<file path="src/rtl/counter_overflow_capture_pkg.sv">
// Shared definitions for counter_overflow_capture: direction codes and the
// layout of one queued wrap event {dir, ts}.
package counter_overflow_capture_pkg;

    localparam logic DIR_UP   = 1'b1;
    localparam logic DIR_DOWN = 1'b0;

    // Timestamp width of the default build; the entry struct uses it
    localparam int DEF_TS_W = 16;

    // One event entry as stored in the FIFO, direction in the MSB
    typedef struct packed {
        logic                dir;
        logic [DEF_TS_W-1:0] ts;
    } evt_entry_t;

    // Width of a packed {dir, ts} entry for an arbitrary timestamp width
    function automatic int evt_entry_width(input int ts_w);
        return ts_w + 1;
    endfunction

endpackage

</file>
<file path="src/rtl/counter_overflow_capture_if.sv">
// Event drain handshake: producer (master) presents the FIFO head,
// consumer (slave) accepts it with evt_ready.
interface counter_overflow_capture_if #(
    parameter int TS_W = 16
) ();
    logic            evt_valid;
    logic            evt_ready;
    logic            evt_dir;
    logic [TS_W-1:0] evt_ts;

    modport master (output evt_valid, output evt_dir, output evt_ts, input evt_ready);
    modport slave  (input evt_valid, input evt_dir, input evt_ts, output evt_ready);
endinterface

</file>
<file path="src/rtl/counter_overflow_capture_fifo.sv">
// ovf_event_fifo: first-word-fall-through FIFO with a registered head.
// The head register only changes when a new entry becomes the head, so the
// outputs keep their last value while the FIFO is empty.
module ovf_event_fifo #(
    parameter int DEPTH = 4,
    parameter int WIDTH = 17
) (
    input  logic             clk,
    input  logic             rst,
    input  logic             clear_i,
    input  logic             push_i,
    input  logic             pop_i,
    input  logic [WIDTH-1:0] din_i,
    output logic [WIDTH-1:0] dout_o,
    output logic             full_o,
    output logic             empty_o
);
    localparam int PTR_W = (DEPTH > 1) ? $clog2(DEPTH) : 1;
    localparam int CNT_W = PTR_W + 1;

    logic [WIDTH-1:0] mem_q [DEPTH];
    logic [PTR_W-1:0] wr_ptr_q, wr_ptr_d;
    logic [PTR_W-1:0] rd_ptr_q, rd_ptr_d;
    logic [CNT_W-1:0] cnt_q, cnt_d;
    logic [WIDTH-1:0] head_q, head_d;
    logic             do_push_s;
    logic             do_pop_s;

    assign empty_o = (cnt_q == {CNT_W{1'b0}});
    assign full_o  = (cnt_q == CNT_W'(DEPTH));
    assign dout_o  = head_q;

    // Next-state pointers, occupancy and head; a full FIFO still accepts a push when popping
    always_comb begin
        do_pop_s  = pop_i & ~empty_o;
        do_push_s = push_i & (~full_o | do_pop_s);
        wr_ptr_d  = wr_ptr_q;
        rd_ptr_d  = rd_ptr_q;
        cnt_d     = cnt_q;
        head_d    = head_q;
        if (clear_i) begin
            wr_ptr_d = {PTR_W{1'b0}};
            rd_ptr_d = {PTR_W{1'b0}};
            cnt_d    = {CNT_W{1'b0}};
        end else begin
            if (do_push_s) begin
                wr_ptr_d = wr_ptr_q + PTR_W'(1);
            end else begin
                wr_ptr_d = wr_ptr_q;
            end
            if (do_pop_s) begin
                rd_ptr_d = rd_ptr_q + PTR_W'(1);
            end else begin
                rd_ptr_d = rd_ptr_q;
            end
            cnt_d = cnt_q + CNT_W'(do_push_s) - CNT_W'(do_pop_s);
            if (cnt_d == {CNT_W{1'b0}}) begin
                head_d = head_q;
            end else if (do_push_s && (rd_ptr_d == wr_ptr_q)) begin
                head_d = din_i;
            end else begin
                head_d = mem_q[rd_ptr_d];
            end
        end
    end

    // Register pointers, occupancy, head and storage
    always_ff @(posedge clk) begin
        if (rst) begin
            wr_ptr_q <= {PTR_W{1'b0}};
            rd_ptr_q <= {PTR_W{1'b0}};
            cnt_q    <= {CNT_W{1'b0}};
            head_q   <= {WIDTH{1'b0}};
            for (int i = 0; i < DEPTH; i++) begin
                mem_q[i] <= {WIDTH{1'b0}};
            end
        end else begin
            wr_ptr_q <= wr_ptr_d;
            rd_ptr_q <= rd_ptr_d;
            cnt_q    <= cnt_d;
            head_q   <= head_d;
            if (do_push_s && !clear_i) begin
                mem_q[wr_ptr_q] <= din_i;
            end
        end
    end
endmodule

</file>
<file path="src/rtl/counter_overflow_capture.sv">
// counter_overflow_capture: watches counter_8bit, counts wrap events into a
// signed epoch and queues {direction, timestamp} per event.
// Optional build macro OVF_CAP_STATS_EN enables the saturating evt_total counter.
module counter_overflow_capture
    import counter_overflow_capture_pkg::*;
#(
    parameter int EPOCH_W    = 8,
    parameter int TS_W       = 16,
    parameter int FIFO_DEPTH = 4
) (
    input  logic                     clk,
    input  logic                     rst,
    input  logic                     clear_i,
    input  logic [7:0]               count_i,
    input  logic                     overflow_i,
    input  logic                     up_down_i,
    output logic [EPOCH_W+8-1:0]     ext_count_o,
    output logic                     drop_o,
    output logic [15:0]              evt_total_o,
    counter_overflow_capture_if.master evt_if
);
    localparam int ENTRY_W = evt_entry_width(TS_W);

    logic [TS_W-1:0]    ts_q;
    logic               ov_q;
    logic [EPOCH_W-1:0] epoch_q;
    logic               drop_q;
    logic               evt_s;
    logic               pop_s;
    logic               full_s;
    logic               empty_s;
    logic [ENTRY_W-1:0] head_s;

    // Overflow already high after reset is masked by ov_q resetting to 1
    assign evt_s = overflow_i & ~ov_q;
    assign pop_s = evt_if.evt_valid & evt_if.evt_ready;

    assign ext_count_o      = {epoch_q, count_i};
    assign drop_o           = drop_q;
    assign evt_if.evt_valid = ~empty_s;
    assign evt_if.evt_dir   = head_s[ENTRY_W-1];
    assign evt_if.evt_ts    = head_s[TS_W-1:0];

    ovf_event_fifo #(
        .DEPTH (FIFO_DEPTH),
        .WIDTH (ENTRY_W)
    ) u_fifo (
        .clk     (clk),
        .rst     (rst),
        .clear_i (clear_i),
        .push_i  (evt_s),
        .pop_i   (evt_if.evt_ready),
        .din_i   ({up_down_i, ts_q}),
        .dout_o  (head_s),
        .full_o  (full_s),
        .empty_o (empty_s)
    );

    // Timestamp, edge history, wrap epoch and sticky drop flag
    always_ff @(posedge clk) begin
        if (rst) begin
            ts_q    <= {TS_W{1'b0}};
            ov_q    <= 1'b1;
            epoch_q <= {EPOCH_W{1'b0}};
            drop_q  <= 1'b0;
        end else begin
            ts_q <= ts_q + TS_W'(1);
            ov_q <= overflow_i;
            if (clear_i) begin
                epoch_q <= {EPOCH_W{1'b0}};
                drop_q  <= 1'b0;
            end else begin
                if (evt_s) begin
                    if (up_down_i == DIR_UP) begin
                        epoch_q <= epoch_q + EPOCH_W'(1);
                    end else begin
                        epoch_q <= epoch_q - EPOCH_W'(1);
                    end
                end
                // A full FIFO without a pop this cycle loses the new entry
                if (evt_s && full_s && !pop_s) begin
                    drop_q <= 1'b1;
                end
            end
        end
    end

`ifdef OVF_CAP_STATS_EN
    logic [15:0] total_q;

    // Saturating count of every detected event, including dropped and cleared ones
    always_ff @(posedge clk) begin
        if (rst) begin
            total_q <= 16'd0;
        end else if (evt_s && (total_q != 16'hFFFF)) begin
            total_q <= total_q + 16'd1;
        end else begin
            total_q <= total_q;
        end
    end

    assign evt_total_o = total_q;
`else
    assign evt_total_o = 16'd0;
`endif
endmodule

</file>
<file path="src/flat_wrapper.sv">
// flat-port wrapper written by rule: the top's interface ports become plain ports
module counter_overflow_capture_flat import counter_overflow_capture_pkg::*;
#(
    parameter int EPOCH_W    = 8,
    parameter int TS_W       = 16,
    parameter int FIFO_DEPTH = 4
)
  (clk, rst, clear_i, count_i, overflow_i, up_down_i, ext_count_o, drop_o, evt_total_o, evt_if_evt_valid, evt_if_evt_dir, evt_if_evt_ts, evt_if_evt_ready);
  counter_overflow_capture_if #(.TS_W(TS_W)) evt_if_i ();
  input  logic clk;
  input  logic rst;
  input  logic clear_i;
  input  logic [7:0] count_i;
  input  logic overflow_i;
  input  logic up_down_i;
  output logic [EPOCH_W+8-1:0] ext_count_o;
  output logic drop_o;
  output logic [15:0] evt_total_o;
  output wire logic [$bits(evt_if_i.evt_valid)-1:0] evt_if_evt_valid;
  output wire logic [$bits(evt_if_i.evt_dir)-1:0] evt_if_evt_dir;
  output wire logic [$bits(evt_if_i.evt_ts)-1:0] evt_if_evt_ts;
  input wire logic [$bits(evt_if_i.evt_ready)-1:0] evt_if_evt_ready;
  assign evt_if_evt_valid = evt_if_i.evt_valid;
  assign evt_if_evt_dir = evt_if_i.evt_dir;
  assign evt_if_evt_ts = evt_if_i.evt_ts;
  assign evt_if_i.evt_ready = evt_if_evt_ready;
  counter_overflow_capture #(.EPOCH_W(EPOCH_W), .TS_W(TS_W), .FIFO_DEPTH(FIFO_DEPTH)) u_core (.clk(clk), .rst(rst), .clear_i(clear_i), .count_i(count_i), .overflow_i(overflow_i), .up_down_i(up_down_i), .ext_count_o(ext_count_o), .drop_o(drop_o), .evt_total_o(evt_total_o), .evt_if(evt_if_i));
endmodule
</file>
<file path="config.mk">
export PLATFORM = sky130hd
export DESIGN_NAME = counter_overflow_capture_flat
export DESIGN_NICKNAME = d
export VERILOG_FILES = /design/src/rtl/counter_overflow_capture_pkg.sv /design/src/rtl/counter_overflow_capture_if.sv /design/src/rtl/counter_overflow_capture_fifo.sv /design/src/rtl/counter_overflow_capture.sv /design/src/flat_wrapper.sv
export SDC_FILE = /design/constraint.sdc
export NUM_CORES = 1
export LEC_CHECK = 0
export ABC_AREA = 1
export ABC_CLOCK_PERIOD_IN_PS = 4000
export BUFFER_PORTS_ARGS = -buffer_cell sky130_fd_sc_hd__buf_2
export CAP_MARGIN = 10
export CORE_ASPECT_RATIO = 0.8
export CORE_MARGIN = 2
export CORE_UTILIZATION = 55
export DETAILED_ROUTE_END_ITERATION = 7
export PLACE_DENSITY_LB_ADDON = 0.2
export SYNTH_ARGS = -nofsm -noshare
export SYNTH_HDL_FRONTEND = slang
export SYNTH_SLANG_ARGS = --single-unit
</file>
<file path="constraint.sdc">
create_clock -name clk -period 4 [get_ports clk]
set_input_delay 0.8 -clock clk [delete_from_list [all_inputs] [get_ports clk]]
set_output_delay 0.8 -clock clk [all_outputs]
set_load 0.01 [all_outputs]
</file>
==> summary.md <==
| Metric | Value |
|---|---|
| Status | completed |
| Synth Register Bits | 118 |
| WP buf/inv | 6 |
| Clk slew on worst S/H paths | roughly 50 ps |
| Most common cell after layout, fill and taps aside | nand2_1 |
| Fin nets | 773 |
| Post-CTS Setup Inserts | 0 |
| CP Capture Type | flop |
| CTS Buffer Depth | 2 |
| Max incr delay on CP | 380 ps |
| I/O pin total | 65 |
| # resized after CTS | 0 |
| Site row count | 33 |
| Max Cap Viol | 0 |
| Asr flop ratio synth | 0% |
| Tmin final | between 3000 and 4000 ps |
| TNS Setup | 0 ps |
| CP max-delay cell | fa_1 |
| Startpoint Class | input port |
| Total Routing Usage GR | approximately 25% |
| CTS sink cnt | between 100 and 150 |
| Initial Util | approximately 57% |
| CTS Buf Count | 17 |
| Period utilization | between 70 and 80% |
| CTS tree | built |
| Seq/Total Area, Yosys | between 50% and 60% |
| Die Width | roughly 120 um |
| Critical path cell sequence | buf_2 > nor2_1 > nand2_2 > nand2_2 > ha_1 > inv_1 > ha_1 > inv_1 > fa_1 > xnor2_1 > xor2_1 > nand3_1 > nand2_1 > clkinv_1 > buf_4 > nor2_1 > nor2_1 > nand2_1 > inv_1 |
| Via/cell ratio | roughly 5.4 |
| Vias in the first global route | 4,486 |
| Post-synth EDFFs | 68 |
| Grt total ovfl | 0 |
| Syn-to-layout area delta | 12.1% |
| Final RePlAce weighted congestion | approximately 0.83 |
| Pleak | a little under 0.003 uW |
| Syn_area_per_cell | around 8.2 sq um |
| Slew @ Worst Pin | 891 ps |
| Layout cells sized above 1 | roughly 12% |
| Core Region | approximately 10,000 sq um |
| Worst-Skew Late Latency | 420 ps |
| Critical path peak fanout | 34 |
| Maximum vdd drop | roughly 0.00029 V |
| CTS Hold Bufs | 0 |
| Root Driver | clkbuf_16 |
| CP required | ~4300 ps |
| Max Slew Vio Count | 0 |
| Clock Skew | roughly 8 ps |
| Cell family contributing the most delay on the critical path | simple AND/OR/NAND/NOR gates |
| Die area | roughly 12,000 sq um |
| Pwr per Cell Area | slightly below 500 nW/um^2 |
| Buffers on Ports | 32 |
| DRT Pass-1 Iters | 5 |
| Post-synth top area share | 34.3% |
| Fin. Hold Viols | 0 |
| Post-DP HPWL | approximately 8700 um |
| Drt drc | 0 |
| Min-Delay Path Class | flop to flop |
| Final setup vio count | 0 |
| Via Count | 4,830 |
| Syn Inst Count | 726 |
| N_diodes | 0 |
| Post-synth top flop | edfxtp_1 |
| Die height | around 97 um |
| Fill cell count | 885 |
| Area contributors post-synth | edfxtp_1 34%, dfxtp_1 17%, nand2_1 9.7%, nor2_1 8.5%, inv_1 4.4% |
| Post-route ant nets | 0 |
| Syn. warnings | 0 |
| Crit path arrival time | approximately 3300 ps |
| Normalized max-slew margin | about two fifths |
| First-pass GRT wire length | 22,300 um |
| Post-synth top area cell | edfxtp_1 |
| Max Clock Freq | between 300 and 400 MHz |
| Total power | ~3200 uW |
| Largest net degree at the start of global routing | 40 |
| Post-synth cell types | 39 |
| Post-Syn Area | 5950 sq um |
| RSZ-0062 raised after global routing | no |
| Initial antenna violation count | 0 |
| Type of the worst setup path | input port to flop |
| Final WL | about 13,000 um |
| Most frequent cells in the layout | 153 x nand2_1, 134 x nor2_1, 70 x inv_1, 68 x edfxtp_1, 50 x dfxtp_1 |
| Drt initial violations | just under 600 |
| Drt wl/cell | roughly 15 um |
| H-tree depth reported by CTS | 4 |
## per-stage QoR
stage	utilization (%)	std cells	setup WS, ps	hold WS, ps	instance area, sq um
2_1_floorplan	-	741	765	430	6000
3_3_place_gp	58.5	869	701	441	6080
3_5_place_dp	58.5	869	547	450	6080
4_1_cts	64.1	901	974	467	6670
5_1_grt	64.1	901	753	482	6670
6_report	64.1	901	974	466	6670
## flip-flops by register name, indices dropped and copies added (netlist names)
signal,count
u_core.u_fifo.cnt_q,3
u_core.u_fifo.dout_o,17
u_core.drop_o,1
u_core.u_fifo.rd_ptr_q,2
u_core.u_fifo.mem_q,68
u_core.u_fifo.wr_ptr_q,2
u_core.ov_q,1
u_core.ts_q,16
u_core.epoch_q,8
## cells by family after synthesis
kind of cell,Yosys count,share of synthesized area (%)
other,1,0.0631
DFF,118,51.2
AOI/OAI and AO/OA,51,4.44
adders and majority gates,11,2.57
xor gates and xnor gates,8,1.18
buffers and inverters,132,10.4
and+or+nand+nor,405,30.2
## cells in the mapped netlist (all sizes together), types with 6 or more instances
cell type and number:
clkbuf 14, buf 38, clkinv 6, nand4 22, o21ai 33, inv 74, ha 9, a21oi 16
edfxtp 68, dfxtp 50, nand3 52, nor3 26, nand2 163, nor2 138
## final timing paths
path                                      from                               endpoint  slack (ps)  cells past startpoint
max                           evt_if_evt_ready  u_core.u_fifo.dout_o[14]$_SDFFE_PP0P_         970                     19
min                  u_core.ts_q[0]$_SDFF_PP0_              u_core.ts_q[0]$_SDFF_PP0_         470                      1
max reg2reg  u_core.u_fifo.cnt_q[2]$_SDFF_PP0_  u_core.u_fifo.dout_o[14]$_SDFFE_PP0P_        1040                     19
min reg2reg          u_core.ts_q[0]$_SDFF_PP0_              u_core.ts_q[0]$_SDFF_PP0_         470                      1
## metal layers
| layer | vias up | wire, um | track usage (%) |
|---|---|---|---|
| li1 | 2354 | - | - |
| met1 | 2206 | 6240 | 36.6 |
| met2 | 247 | 5610 | 34.2 |
| met3 | 23 | 1300 | 8.31 |
| met4 | 0 | 169 | 7.25 |
| met5 | - | 0 | 0 |
## report_power, final
group	switching, uW	internal, uW
combinational	228	103
sequential	25.6	1340
clock	523	985
total	777	2430
## area by class of cell
cell class              instances  area, sq um  area share, %
flip-flops and latches        118         3040           45.7
well taps                     140          175           2.63
clock buffers                  21          450           6.76
multi-input cells             491         2340           35.1
clock inverters                11          131           1.97
inverters                      80          303           4.54
repair buffers                 40          220           3.30
(Power assumes the default switching activity.)
